`config.mk`:
```
export PLATFORM = sky130hd
export DESIGN_NAME = mem_dump_reader
export DESIGN_NICKNAME = d
export VERILOG_FILES = /design/src/rtl/mem_dump_reader.sv
export SDC_FILE = /design/constraint.sdc
export NUM_CORES = 1
export LEC_CHECK = 0
export ABC_AREA = 0
export CELL_PAD_IN_SITES_DETAIL_PLACEMENT = 0
export CELL_PAD_IN_SITES_GLOBAL_PLACEMENT = 2
export CORE_MARGIN = 4
export CORE_UTILIZATION = 31
export CTS_CLUSTER_SIZE = 25
export DETAILED_ROUTE_END_ITERATION = 12
export PLACE_DENSITY = 0.87
export SLEW_MARGIN = 20
export SYNTH_ARGS = -nofsm -noshare
export SYNTH_HDL_FRONTEND = slang
export SYNTH_SLANG_ARGS = --single-unit
```
`constraint.sdc`:
```
create_clock -name clk -period 2.5 [get_ports clk]
set_input_delay 0.25 -clock clk [delete_from_list [all_inputs] [get_ports clk]]
set_output_delay 0.25 -clock clk [all_outputs]
set_load 0.005 [all_outputs]
```
`src/rtl/mem_dump_reader.sv`:
```
// Streams word_count memory words from base_addr through a 2-entry output FIFO.
// Optional running checksum output enabled by defining MEM_DUMP_CHECKSUM_EN.
module mem_dump_reader #(
    parameter int ADDR_W = 8,
    parameter int DATA_W = 32
) (
    input  logic              clk,
    input  logic              rst_n,
    input  logic              start,
    input  logic [ADDR_W-1:0] base_addr,
    input  logic [ADDR_W:0]   word_count,
    output logic              mem_rd_en,
    output logic [ADDR_W-1:0] mem_addr,
    input  logic [DATA_W-1:0] mem_rdata,
    output logic              out_valid,
    input  logic              out_ready,
    output logic [DATA_W-1:0] out_data,
    output logic              busy,
    output logic              done
`ifdef MEM_DUMP_CHECKSUM_EN
    ,
    output logic [DATA_W-1:0] checksum
`endif
);

    typedef enum logic [1:0] {
        IDLE   = 2'd0,
        RUN    = 2'd1,
        FINISH = 2'd2
    } state_t;

    localparam logic [ADDR_W:0]   CNT_ONE  = {{ADDR_W{1'b0}}, 1'b1};
    localparam logic [ADDR_W-1:0] ADDR_ONE = {{(ADDR_W-1){1'b0}}, 1'b1};

    state_t              state_q, state_d;
    logic [ADDR_W-1:0]   addr_q, addr_d;
    logic [ADDR_W:0]     reads_left_q, reads_left_d;
    logic [ADDR_W:0]     acc_left_q, acc_left_d;
    logic                rv_q, rv_d;
    logic [1:0]          occ_q, occ_d;
    logic [DATA_W-1:0]   e0_q, e0_d;
    logic [DATA_W-1:0]   e1_q, e1_d;
`ifdef MEM_DUMP_CHECKSUM_EN
    logic [DATA_W-1:0]   csum_q, csum_d;
`endif

    logic                valid_s;
    logic                pop_s;
    logic                issue_s;
    logic [1:0]          fill_s;

    // Output view: FIFO head first, otherwise the word returning from memory this cycle.
    always_comb begin
        valid_s = (occ_q != 2'd0) || rv_q;
        pop_s   = valid_s && out_ready;
        fill_s  = occ_q + {1'b0, rv_q} - {1'b0, pop_s};
        issue_s = (state_q == RUN) && (reads_left_q != '0) && (fill_s < 2'd2);
        if (occ_q != 2'd0) begin
            out_data = e0_q;
        end else if (rv_q) begin
            out_data = mem_rdata;
        end else begin
            out_data = '0;
        end
    end

    // Control FSM, address and count bookkeeping.
    always_comb begin
        state_d      = state_q;
        addr_d       = addr_q;
        reads_left_d = reads_left_q;
        acc_left_d   = acc_left_q;
        rv_d         = issue_s;
`ifdef MEM_DUMP_CHECKSUM_EN
        csum_d       = csum_q;
`endif
        case (state_q)
            IDLE: begin
                if (start) begin
                    addr_d       = base_addr;
                    reads_left_d = word_count;
                    acc_left_d   = word_count;
`ifdef MEM_DUMP_CHECKSUM_EN
                    csum_d       = '0;
`endif
                    if (word_count == '0) begin
                        state_d = FINISH;
                    end else begin
                        state_d = RUN;
                    end
                end else begin
                    state_d = IDLE;
                end
            end
            RUN: begin
                if (issue_s) begin
                    addr_d       = addr_q + ADDR_ONE;
                    reads_left_d = reads_left_q - CNT_ONE;
                end else begin
                    addr_d       = addr_q;
                end
                if (pop_s) begin
                    acc_left_d = acc_left_q - CNT_ONE;
`ifdef MEM_DUMP_CHECKSUM_EN
                    csum_d     = csum_q + out_data;
`endif
                    if (acc_left_q == CNT_ONE) begin
                        state_d = FINISH;
                    end else begin
                        state_d = RUN;
                    end
                end else begin
                    acc_left_d = acc_left_q;
                end
            end
            FINISH: begin
                state_d = IDLE;
            end
            default: begin
                state_d = IDLE;
            end
        endcase
    end

    // FIFO storage: pop takes the logical head, the returning word joins at the tail.
    always_comb begin
        e0_d  = e0_q;
        e1_d  = e1_q;
        occ_d = occ_q;
        case (occ_q)
            2'd0: begin
                if (rv_q && !pop_s) begin
                    e0_d  = mem_rdata;
                    occ_d = 2'd1;
                end else begin
                    occ_d = 2'd0;
                end
            end
            2'd1: begin
                if (pop_s) begin
                    if (rv_q) begin
                        e0_d = mem_rdata;
                    end else begin
                        occ_d = 2'd0;
                    end
                end else if (rv_q) begin
                    e1_d  = mem_rdata;
                    occ_d = 2'd2;
                end else begin
                    occ_d = 2'd1;
                end
            end
            2'd2: begin
                if (pop_s) begin
                    e0_d = e1_q;
                    if (rv_q) begin
                        e1_d = mem_rdata;
                    end else begin
                        occ_d = 2'd1;
                    end
                end else begin
                    occ_d = 2'd2;
                end
            end
            default: begin
                occ_d = 2'd0;
            end
        endcase
    end

    // State registers.
    always_ff @(posedge clk or negedge rst_n) begin
        if (!rst_n) begin
            state_q      <= IDLE;
            addr_q       <= '0;
            reads_left_q <= '0;
            acc_left_q   <= '0;
            rv_q         <= 1'b0;
            occ_q        <= 2'd0;
            e0_q         <= '0;
            e1_q         <= '0;
`ifdef MEM_DUMP_CHECKSUM_EN
            csum_q       <= '0;
`endif
        end else begin
            state_q      <= state_d;
            addr_q       <= addr_d;
            reads_left_q <= reads_left_d;
            acc_left_q   <= acc_left_d;
            rv_q         <= rv_d;
            occ_q        <= occ_d;
            e0_q         <= e0_d;
            e1_q         <= e1_d;
`ifdef MEM_DUMP_CHECKSUM_EN
            csum_q       <= csum_d;
`endif
        end
    end

    assign mem_rd_en = issue_s;
    assign mem_addr  = addr_q;
    assign out_valid = valid_s;
    assign busy      = (state_q != IDLE);
    assign done      = (state_q == FINISH);
`ifdef MEM_DUMP_CHECKSUM_EN
    assign checksum  = csum_q;
`endif

endmodule
```
==> results.md, run 1 <==
- The critical path required time is 2.25 ns.
- IR analysis of the VDD net gives a maximum drop of 0.5188 mV.
- The number of library cell types mapped by synthesis is 49.
- The cell type contributing the most total cell area after synthesis is sky130_fd_sc_hd__dfrtp_1.
- Yosys mapped a number of flops with a built-in enable equal to 0.
- The fraction of synthesized cell area taken by the top area cell type is 0.4763.
- The number of endpoints with negative hold slack in the final report came to 0.
- The smallest hold slack is 0.3588 ns.
- The design draws 8.904 mW.
- After layout, the minimum clock period comes to 2.402 ns.
- The net count after synthesis is 635.
- STA classifies the critical path endpoint as an output port.
- Dividing total power by cell area gives a power density of 1347 nW/um^2.
- The die is 134.9 um tall.
- Setup slack on the worst reg-to-reg path comes out at 0.13 ns.
- The initial standard-cell utilization of the core is 0.3153.
- The initial DRC count is 261.
- The leading cell type by number of instances after synthesis is sky130_fd_sc_hd__nand2_1.
- In the global route stage, overall resource usage came out at 0.1513.
- Summing all non-filler instances in the final layout gives an area of 6609 um^2.
- Routability-driven placement finished with a final weighted congestion of 0.7765.
- The min-delay analysis places its worst path in the category in -> async.
- The count of mapped cells out of synthesis is 578.
- The final number of setup-violating endpoints is 0.
- In the routed design, unresolved DRC markers number 0.
- Prior to clock tree synthesis, the placed netlist has a worst setup slack of -0.02736 ns.
- CTS placed an instance of sky130_fd_sc_hd__clkbuf_16 at the clock tree root.
- From left edge to right edge, the die measures 134.9 um.
- The count of buffers added on input and output ports is 96.
- Dividing the final minimum period by the clock period gives 0.9610.
- In this run, synthesis produced a sequential element count of 95.
- The longest clock path from root to sink contains 2 buffers.
- The synthesis warning total is 0.
- For this design the static power due to leakage is 2.773 nW.
- The commonest cells after synthesis are 147 x sky130_fd_sc_hd__nand2_1, 95 x sky130_fd_sc_hd__dfrtp_1, 60 x sky130_fd_sc_hd__nor2_1.
- The maximum fanout encountered on the critical timing path is 5.
- The placement row count is 46.
- In this run the cell area of the synthesized design comes to 4991 um^2.
- The worst setup path is launched from a flip-flop.
- TritonCTS created 9 clock buffers.
- The pin slew with the least headroom to its limit is 0.8104 ns.
- The run finished with clean final reports.
- For the worst-skew pair, the clock arrives at the later sink with an insertion delay of 0.34 ns.
- The most critical setup path has its startpoint at reads_left_q[0].
- The mean instance size in the synthesized netlist is 8.635 um^2.
- TritonCTS built the clock tree.
- The number of sinks handled by clock tree synthesis is 95.
- The worst register-to-register path has a depth of 8.
- 97 I/O pins were placed.
- The layout has 1537 filler cells.
- Across the run, the number of max-cap violations was 0.
- The number of nets in the layout is 726.
- Wires add up to 13700 um.
- The headroom to the max-slew limit is 0.4565.
- The routed layout has 4474 vias.
- The area of the core region is 15830 um^2.
- The clock tree synthesis step divided the H-tree into 3 levels.
- The classification of the worst setup path is reg -> out.
- Once layout is complete, the utilization of the core stands at 0.4175.
- The residual overflow from global routing is 0.
- The detail-routed net length per standard cell is 15.39 um.
- The number of slew-limit violations in the final report is 0.
- The first detailed-routing pass took 4 iterations.
- Across the routed clock network, the largest skew measured is 0.005470 ns.
- The number of antenna diodes in the final layout is 0.
- The fmax is 416.2 MHz.
- The data arrival at the endpoint of the critical path is 2.15 ns.
- The maximum number of pins on one net before global-route repair is 53.
- The via count normalized by instance count is 5.027.
- The total cell area at the placement stage is 6265 um^2.
- Setup repair after global routing could not meet its margin everywhere.
- The worst register-to-register path begins at reads_left_q[0].
- In the synthesized netlist the dominant register cell turns out to be sky130_fd_sc_hd__dfrtp_1.
- The die area is 18190 um^2.
- By area the synthesized netlist is led by sky130_fd_sc_hd__dfrtp_1 48%, sky130_fd_sc_hd__nand2_1 11%, sky130_fd_sc_hd__mux2_1 7.2%.
- The area overhead of the layout relative to synthesis is 32.41%.
- The number of antenna violations at the first check in global routing was 0.
- The worst register-to-register path ends at reads_left_q[0].
- Once routing completed, OpenROAD measured the worst setup slack at 0.09754 ns.
- The placed wire-length estimate is 9456 um.
- Clock-pin slew was measured on the worst setup and hold paths at 0.07 ns.
- The async set-or-reset flop fraction in the synthesized netlist is 1.000.
- The proportion of layout cells with a drive suffix above 1 is 0.08012.
- The via count of the first global-routing pass is 4461.
- The count of nets left with antenna violations after detail routing is 0.
- Of the synthesized area, sequential elements account for 0.4763.
- The first global-routing pass estimated 22410 um of wire.
-- timing repair --
action,CTS,global route
cloned,0,0
pin swaps,0,1
gates resized for setup,2,0
endpoints found under the setup margin,23,3
endpoints found under the hold margin,22,0
hold buffers,1,0
buffers inserted,0,0
-- layer usage --
layer | share of wire | track usage | up-vias
met5 | 0 | 0 | -
met4 | 0.020 | 0.04695 | 0
met3 | 0.054 | 0.03689 | 22
met2 | 0.48 | 0.2476 | 116
met1 | 0.45 | 0.1983 | 2153
li1 | - | - | 2183
-- report_power, final --
part           total (mW)  switching, mW  leakage (nW)  internal [mW]
logic                4.51           2.27          1.52           2.25
clock network        1.52          0.590         0.158          0.929
registers            2.87          0.541          1.10           2.33
total                8.90           3.40          2.77           5.51
-- registers in the layout (all words and copies together), names as in the netlist --
name / flops
e1_q: 32
rv_q: 1
mem_addr: 8
occ_q: 2
acc_left_q: 9
e0_q: 32
reads_left_q: 9
state_q: 2
-- final cells by class --
cell class	instances	area [um^2]	share of cell area
multi-input combinational	438	2436	0.3686
sequential	95	2377	0.3597
timing repair buffer	119	1170	0.1770
tap	216	270.3	0.04089
clock buffer	11	252.7	0.03824
clock inverter	5	80.08	0.01212
inverter	6	22.52	0.003408
-- cells by family after synthesis --
| kind of cell | share of synthesized area |
|---|---|
| AND/OR/NAND/NOR | 0.2221 |
| AO/OA/AOI/OAI | 0.1775 |
| flip-flops | 0.4763 |
| buffers and inverters | 0.03810 |
| multiplexers | 0.07421 |
| adder cells (fa/ha/maj) | 0.01003 |
| XOR/XNOR | 0.001755 |
-- cell usage in the layout (no fill, tap or decap), types with 2 or more instances in the layout --
cell / synthesis / routed
sky130_fd_sc_hd__o21a_1: 3 / 3
sky130_fd_sc_hd__nand2_1: 147 / 145
sky130_fd_sc_hd__buf_4: 0 / 20
sky130_fd_sc_hd__nor4_1: 2 / 2
sky130_fd_sc_hd__inv_1: 6 / 6
sky130_fd_sc_hd__nand2_2: 0 / 2
sky130_fd_sc_hd__nand2b_1: 5 / 5
sky130_fd_sc_hd__nor2_1: 60 / 60
sky130_fd_sc_hd__nand3_1: 4 / 4
sky130_fd_sc_hd__nor2b_1: 7 / 5
sky130_fd_sc_hd__a31oi_1: 38 / 38
sky130_fd_sc_hd__a21oi_1: 21 / 21
sky130_fd_sc_hd__or3_1: 4 / 4
sky130_fd_sc_hd__and3_1: 3 / 3
sky130_fd_sc_hd__o32ai_1: 2 / 2
sky130_fd_sc_hd__nand4_1: 5 / 5
sky130_fd_sc_hd__clkbuf_16: 0 / 9
sky130_fd_sc_hd__nor2b_2: 0 / 2
sky130_fd_sc_hd__ha_1: 4 / 4
sky130_fd_sc_hd__nor3_1: 8 / 8
sky130_fd_sc_hd__a22oi_1: 5 / 5
sky130_fd_sc_hd__o22a_1: 3 / 3
sky130_fd_sc_hd__o21ai_1: 12 / 12
sky130_fd_sc_hd__buf_12: 0 / 3
sky130_fd_sc_hd__clkdlybuf4s50_1: 0 / 94
sky130_fd_sc_hd__o21ai_0: 42 / 42
sky130_fd_sc_hd__clkbuf_8: 0 / 2
sky130_fd_sc_hd__a211oi_1: 5 / 5
sky130_fd_sc_hd__and2_1: 2 / 2
sky130_fd_sc_hd__o22ai_1: 2 / 2
sky130_fd_sc_hd__a21o_1: 2 / 2
sky130_fd_sc_hd__mux2_1: 32 / 32
sky130_fd_sc_hd__bufinv_16: 0 / 2
sky130_fd_sc_hd__dfrtp_1: 95 / 95
sky130_fd_sc_hd__clkinvlp_4: 0 / 2
-- critical path, stage by stage (launching register included) --
cell and delay (ns):
sky130_fd_sc_hd__dfrtp_1 0.41, sky130_fd_sc_hd__inv_1 0.09, sky130_fd_sc_hd__ha_1 0.19, sky130_fd_sc_hd__or3b_4 0.44
sky130_fd_sc_hd__nor4b_4 0.28, sky130_fd_sc_hd__nor3_2 0.11, sky130_fd_sc_hd__dlygate4sd2_1 0.29
-- per-stage QoR --
step           instances  TNS (ns)
2_1_floorplan        578         0
3_3_place_gp         873         0
3_5_place_dp         873  -0.04031
4_1_cts              890         0
5_1_grt              890  -0.03512
6_report             890         0
-- how the worst max path moves through the flow --
stage / to / slack [ns] / depth (start not counted)
final: mem_rd_en / 0.1 / 6
after CTS: out_data[26] / 0.08 / 4
after detailed placement: mem_addr[1] / -0.03 / 7
after global routing: reads_left_q[0] / -0.02 / 8
after floorplan: reads_left_q[5] / 0.54 / 7
after global placement: reads_left_q[0] / 0.06 / 7
(Power assumes the default switching activity.)
==> inputs of run 2 (changes only) <==
REMOVE_ABC_BUFFERS = 1   (was not set)
==> run 2 against run 1 <==
Global-route usage decreased by 0.093 points. Combinational power down 2%. First-iteration DRC count down 17%. Critical endpoint is now out_data[5]. Largest cell class unchanged.
==> results.md, run 2 (same netlist as run 1, synthesis figures left out) <==
- The post-place setup slack is 0.1874 ns (+0.2147 ns).
- The clock root buffer is sky130_fd_sc_hd__clkbuf_16.
- The total number of H-tree levels is 3 (unchanged).
- The global-route usage over all layers was 0.1503 (-0.0009329).
- The area of the core region is 15830 um^2 (unchanged).
- The initial DRC count is 217 (-17%).
- The insertion delay of the later-clocked pin in the worst-skew pair is 0.35 ns (about the same).
- The number of antenna violations at the first check in global routing is 0 (unchanged).
- The fmax is 418.1 MHz (+0.46%).
- The residual overflow from global routing is 0 (unchanged).
- The footprint of the multi-input gates is 2431 um^2 (-0.21%).
- The most common library cell in the layout ignoring fill and taps is sky130_fd_sc_hd__nand2_1.
- The final routed DRC violation total is 0 (unchanged).
- The detailed-router iteration count before antenna repair is 4 (unchanged).
- STA classifies the critical path endpoint as an output port.
- The clock transition at the registers of the reported paths is 0.07 ns (about the same).
- The detail-routed net length per standard cell came to 15.21 um (-1.2%).
- The path type of the worst min-delay path is in -> async.
- The startpoint type of the worst setup path is a flip-flop.
- The first-pass GRT wire length was 22210 um (-0.89%).
- Setup repair after global routing left no endpoint under its margin.
- The number of fillers in the final layout came to 1538 (+0.065%).
- The maximum number of pins on one net before global-route repair is 69 (+30%).
- The count of maximum capacitance violations is 0 (unchanged).
- The number of input and output port buffers inserted is 96 (unchanged).
- The leakage power summed over all cells is 2.744 nW (-1.1%).
- The proportion of layout cells with a drive suffix above 1 is 0.07612 (-0.003999).
- The placed wire-length estimate came to 8967 um (-5.2%).
- The power per standard cell area came to 1339 nW/um^2 (-0.64%).
- The critical path required time was 2.25 ns (about the same).
- The placement row count is 46 (unchanged).
- The largest clock skew in the final design was 0.005904 ns (+0.0004342 ns).
- The post-route fraction of the period consumed by the critical path is 0.9566 (-0.004383).
- The worst setup path is of the reg -> out kind.
- The pin slew with the least headroom to its limit is 0.9148 ns (+0.1044 ns).
- In the layout the commonest cells are 146 x sky130_fd_sc_hd__nand2_1, 94 x sky130_fd_sc_hd__dfrtp_1, 94 x sky130_fd_sc_hd__clkdlybuf4s50_1.
- The number of nets in the layout is 722 (-0.55%).
- The count of nets left with antenna violations after detail routing was 0 (unchanged).
- The maximum fanout encountered on the critical timing path is 64 (+59).
- The slack of the worst reg-to-reg path is 0.24 ns (+0.11 ns).
- The headroom to the max-slew limit is 0.3901 (-0.06633).
- The data arrival at the endpoint of the critical path is 2.14 ns (about the same).
- The clock period minus final worst setup slack is 2.392 ns (-0.01096 ns).
- The via count of the first global-routing pass is 4387 (-1.7%).
- The number of sinks handled by clock tree synthesis came to 95 (unchanged).
- The largest registers in the layout are e0_q (32), e1_q (32).
- The post-route setup TNS is 0 ns (unchanged).
- The number of antenna repair diodes is 0 (unchanged).
- The floorplan die height is 134.9 um (unchanged).
- The via count normalized by instance count came to 4.977 (-0.99%).
- The sequential cell area was 2379 um^2 (about the same).
- The routed wire length is 13470 um (-1.6%).
- The I/O pin count is 97 (unchanged).
- The worst path setup slack after routing is 0.1085 ns (+0.01096 ns).
- The number of endpoints with negative hold slack in the final report is 0 (unchanged).
- The final number of setup-violating endpoints is 0 (unchanged).
- The maximum VDD drop is 0.5058 mV (-2.5%).
- The via count is 4410 (-1.4%).
- The clock tree buffer depth is 2 (unchanged).
- The initial standard-cell utilization of the core is 0.3153 (unchanged).
- The number of slew-limit violations in the final report is 0 (unchanged).
- The final weighted congestion of routability-driven global placement is 0.7760 (about the same).
- The die area is 18190 um^2 (unchanged).
- The width of the die is 134.9 um (unchanged).
- The number of buffers created by CTS is 9 (unchanged).
- The TritonCTS clock tree is done.
- The run finished with clean final reports.
- The area overhead of the layout relative to synthesis is 31.19%.
-- run 2: critical path, cell delays in order, from the launching register on --
cell                              delay [ns]
sky130_fd_sc_hd__dfrtp_1                0.45
sky130_fd_sc_hd__or2_2                  0.34
sky130_fd_sc_hd__buf_12                 0.20
sky130_fd_sc_hd__o21ai_0                0.24
sky130_fd_sc_hd__clkdlybuf4s50_1        0.55
-- run 2: cell type report --
| type | instances | area share |
|---|---|---|
| inverter | 6 | 0.003440 |
| tap | 216 | 0.04128 |
| clock inverter | 7 | 0.01204 |
| timing repair buffer | 115 | 0.1743 |
| clock buffer | 9 | 0.03440 |
| multi-input combinational | 438 | 0.3713 |
| sequential | 95 | 0.3633 |
-- run 2: per-layer routing --
layer  share of wire  GRT usage  wire length (um)
met1            0.48     0.2044              6432
met2            0.46     0.2390              6175
met3           0.058    0.03987               777
met4          0.0065    0.03903                87
met5               0          0                 0
-- run 2: worst paths after layout --
kind,cells past startpoint,to,startpoint
min,1,e0_q[30],rst_n
min in group clk,3,mem_addr[1],base_addr[1]
max in group asynchronous,2,e1_q[7],rst_n
max reg2reg,10,reads_left_q[6],reads_left_q[0]
min reg2reg,1,e1_q[6],e1_q[6]
max,4,out_data[5],occ_q[1]
-- run 2: repair_timing --
action	in CTS	in global routing
endpoints found under the hold margin	0	0
buffers inserted	1	1
gates resized for setup	3	5
pin swaps	1	1
hold buffers	0	0
setup endpoints to repair	2	9
-- run 2: metrics by stage --
stage                     total power [mW]  std cells  hold slack (ns)  instance area [um^2]  utilization
final                                8.765        886          0.01343                  6548       0.4137
after global routing                 9.516        886           0.1211                  6548       0.4137
after CTS                            8.863        885          0.07120                  6539       0.4131
after detailed placement             7.403        868           0.4463                  6225       0.3933
after global placement               7.259        868           0.4356                  6225       0.3933
after floorplan                      5.270        539         -0.04559                  4823            -
-- run 2: where the power goes --
group          total [mW]  switching, mW  internal (mW)  leakage [nW]
Clock                1.44          0.649          0.789         0.144
Sequential           2.88          0.554           2.33          1.10
Combinational        4.44           2.23           2.21          1.50
==> inputs of run 3 (changes only) <==
CORE_ASPECT_RATIO = 0.9   (was not set)
==> run 3 against run 2 <==
Worst hold slack improved by 0.38 ns. Critical path depth unchanged. Clock power about the same. Critical path type unchanged.
==> results.md, run 3 (same netlist as run 1, synthesis figures left out) <==
- The via count of the first global-routing pass is 4456 (+1.6%).
- The proportion of layout cells with a drive suffix above 1 is 0.07727 (+0.001147).
- The cell sitting at the root of the clock tree is a sky130_fd_sc_hd__clkbuf_16.
- The largest clock skew in the final design was 0.01225 ns (+0.006345 ns).
- The detailed router used layers up to and including met4.
- The area growth from synthesis to layout is 31.54%.
- The number of slew-limit violations in the final report was 0 (unchanged).
- The length of routed met2 wiring is 6125 um (-0.81%).
- The critical path required time is 2.25 ns (about the same).
- The clock period minus final worst setup slack is 2.406 ns (+0.01488 ns).
- The via count normalized by instance count was 5.073 (+1.9%).
- The headroom to the max-slew limit is 0.6558 (+0.2657).
- The number of placed instances with taps included is 856 (-1.4%).
- The clock transition at the registers of the reported paths is 0.07 ns (about the same).
- The clock tree buffer depth is 2 (unchanged).
- The number of input and output port buffers inserted is 96 (unchanged).
- The total cell area at the placement stage is 6227 um^2 (about the same).
- The floorplan die height was 128.4 um (-4.8%).
- The final weighted congestion of routability-driven global placement is 0.7792 (+0.41%).
- The leakage power summed over all cells came to 2.756 nW (+0.43%).
- The run finished with clean final reports.
- The maximum VDD drop is 0.5433 mV (+7.4%).
- The number of antenna violations at the first check in global routing is 0 (unchanged).
- The largest registers in the layout are e0_q (32), e1_q (32).
- The number of sinks handled by clock tree synthesis is 95 (unchanged).
- The nature of the critical path endpoint is an output port.
- The detailed-router iteration count before antenna repair is 6 (+2).
- The first-pass GRT wire length is 22310 um (+0.46%).
- In the layout the commonest cells are 145 x sky130_fd_sc_hd__nand2_1, 94 x sky130_fd_sc_hd__dfrtp_1, 94 x sky130_fd_sc_hd__clkdlybuf4s50_1.
- The post-route fraction of the period consumed by the critical path is 0.9626 (+0.005954).
- The final core utilization was 0.4208 (+0.007094).
- The startpoint identified for the worst register-to-register timing path is reads_left_q[1].
- The initial DRC count is 306 (+41%).
- The slack of the worst reg-to-reg path is 0.21 ns (-0.03 ns).
- The wire length on met3 is 860 um (+11%).
- The global-route usage over all layers is 0.1506 (+0.0002735).
- The data arrival at the endpoint of the critical path is 2.16 ns (+0.02 ns).
- The final routed DRC violation total was 0 (unchanged).
- The detail-routed net length per standard cell is 15.42 um (+1.4%).
- The count of nets left with antenna violations after detail routing came to 0 (unchanged).
- The number of cells on the worst reg-to-reg path came to 9 (-1).
- The classification of the worst setup path is reg -> out.
- The maximum number of pins on one net before global-route repair is 62 (-10%).
- The pin slew with the least headroom to its limit is 0.5162 ns (-0.3986 ns).
- The number of endpoints with negative hold slack in the final report was 0 (unchanged).
- The placement row count came to 43 (-6.5%).
- The initial standard-cell utilization of the core is 0.3199 (+0.004552).
- The via count is 4439 (+0.66%).
- The power per standard cell area is 1344 nW/um^2 (+0.40%).
- The placed wire-length estimate came to 9016 um (+0.55%).
- The routed wire length is 13490 um (+0.15%).
- The end of the worst register-to-register path is mem_addr[4].
- The count of maximum capacitance violations is 0 (unchanged).
- Setup repair after global routing left no endpoint under its margin.
- The residual overflow from global routing is 0 (unchanged).
- The insertion delay of the later-clocked pin in the worst-skew pair is 0.36 ns (about the same).
- The post-route setup TNS was 0 ns (unchanged).
- The width of the die is 141.8 um (+5.1%).
- The maximum fanout encountered on the critical timing path was 39 (-39%).
- The area of the core region was 15600 um^2 (-1.4%).
- The worst setup path is launched from a flip-flop.
- The final number of setup-violating endpoints is 0 (unchanged).
- The final cell count without fillers came to 875 (-1.2%).
- The I/O pin count is 97 (unchanged).
- The tightest min-delay check is of the in -> async type.
- The routed length on met1 was 6444 um (+0.19%).
- The number of nets in the layout is 726 (+0.55%).
- The number of antenna repair diodes is 0 (unchanged).
- The number of buffers created by CTS is 9 (unchanged).
- The die area is 18200 um^2 (about the same).
- The fmax is 415.6 MHz (-0.62%).
- Leaving out fill and tap cells, the most frequent cell in the layout is sky130_fd_sc_hd__nand2_1.
- The total number of H-tree levels is 3 (unchanged).
- The area of all placed cells without fillers is 6565 um^2 (+0.27%).
- The TritonCTS clock tree is done.
## run 3: changes by cell type in the layout (fill, tap and decap cells not counted), sizes merged
cell         previous run  this run
dlygate4sd3             0         1
inv                     9         7
clkbuf                  9        11
buf                    20        23
clkinv                  1         0
## run 3: worst max-delay path: stages, from the launching register on
cell and delay, ns:
sky130_fd_sc_hd__dfrtp_2 0.48, sky130_fd_sc_hd__or2_4 0.36, sky130_fd_sc_hd__buf_12 0.19, sky130_fd_sc_hd__o21ai_1 0.22, sky130_fd_sc_hd__clkdlybuf4s50_1 0.54
## run 3: layer usage
metal  up-vias  global-route usage
met1      2122              0.2092
li1       2187                   -
met5         -                   0
met3         4             0.04608
met2       126              0.2381
met4         0             0.02314
## run 3: worst max-delay path by stage
stage / from / endpoint / slack, ns / depth (start not counted)
6_report: occ_q[0] / out_data[19] / 0.09 / 4
5_1_grt: occ_q[0] / out_data[25] / 0.001 / 4
4_1_cts: occ_q[1] / out_data[13] / 0.03 / 4
3_5_place_dp: out_ready / mem_rd_en / 0.03 / 5
3_3_place_gp: out_ready / mem_rd_en / 0.05 / 5
2_1_floorplan: state_q[0] / reads_left_q[5] / -0.70 / 5
## run 3: cell type report
class	count	area (um^2)
fill	1551	9037
multi-input combinational	438	2445
sequential	95	2379
timing repair buffer	119	1170
tap	202	252.7
clock buffer	11	242.7
clock inverter	4	53.80
inverter	6	22.52
## run 3: report_power, final
part	internal, mW	switching, mW	total (mW)
Clock	0.802	0.610	1.41
Combinational	2.27	2.26	4.53
Sequential	2.33	0.547	2.88
Total	5.40	3.42	8.82
## run 3: timing repair
| action | in CTS | in global routing |
|---|---|---|
| hold buffers | 1 | 0 |
| pin swaps | 2 | 1 |
| resized for setup | 7 | 3 |
| hold endpoints to repair | 34 | 0 |
| setup buffers | 3 | 0 |
| endpoints found under the setup margin | 27 | 3 |
| cloned | 0 | 0 |
## run 3: per-stage QoR
stage	hold slack [ns]	setup WS [ns]	power, mW
after floorplan	-0.04559	-0.7012	5.270
after global placement	0.2324	0.05335	7.290
after detailed placement	0.2463	0.02526	7.433
after CTS	0.4123	0.03309	8.935
after global routing	0.4435	0.001472	9.576
final	0.3969	0.09361	8.824
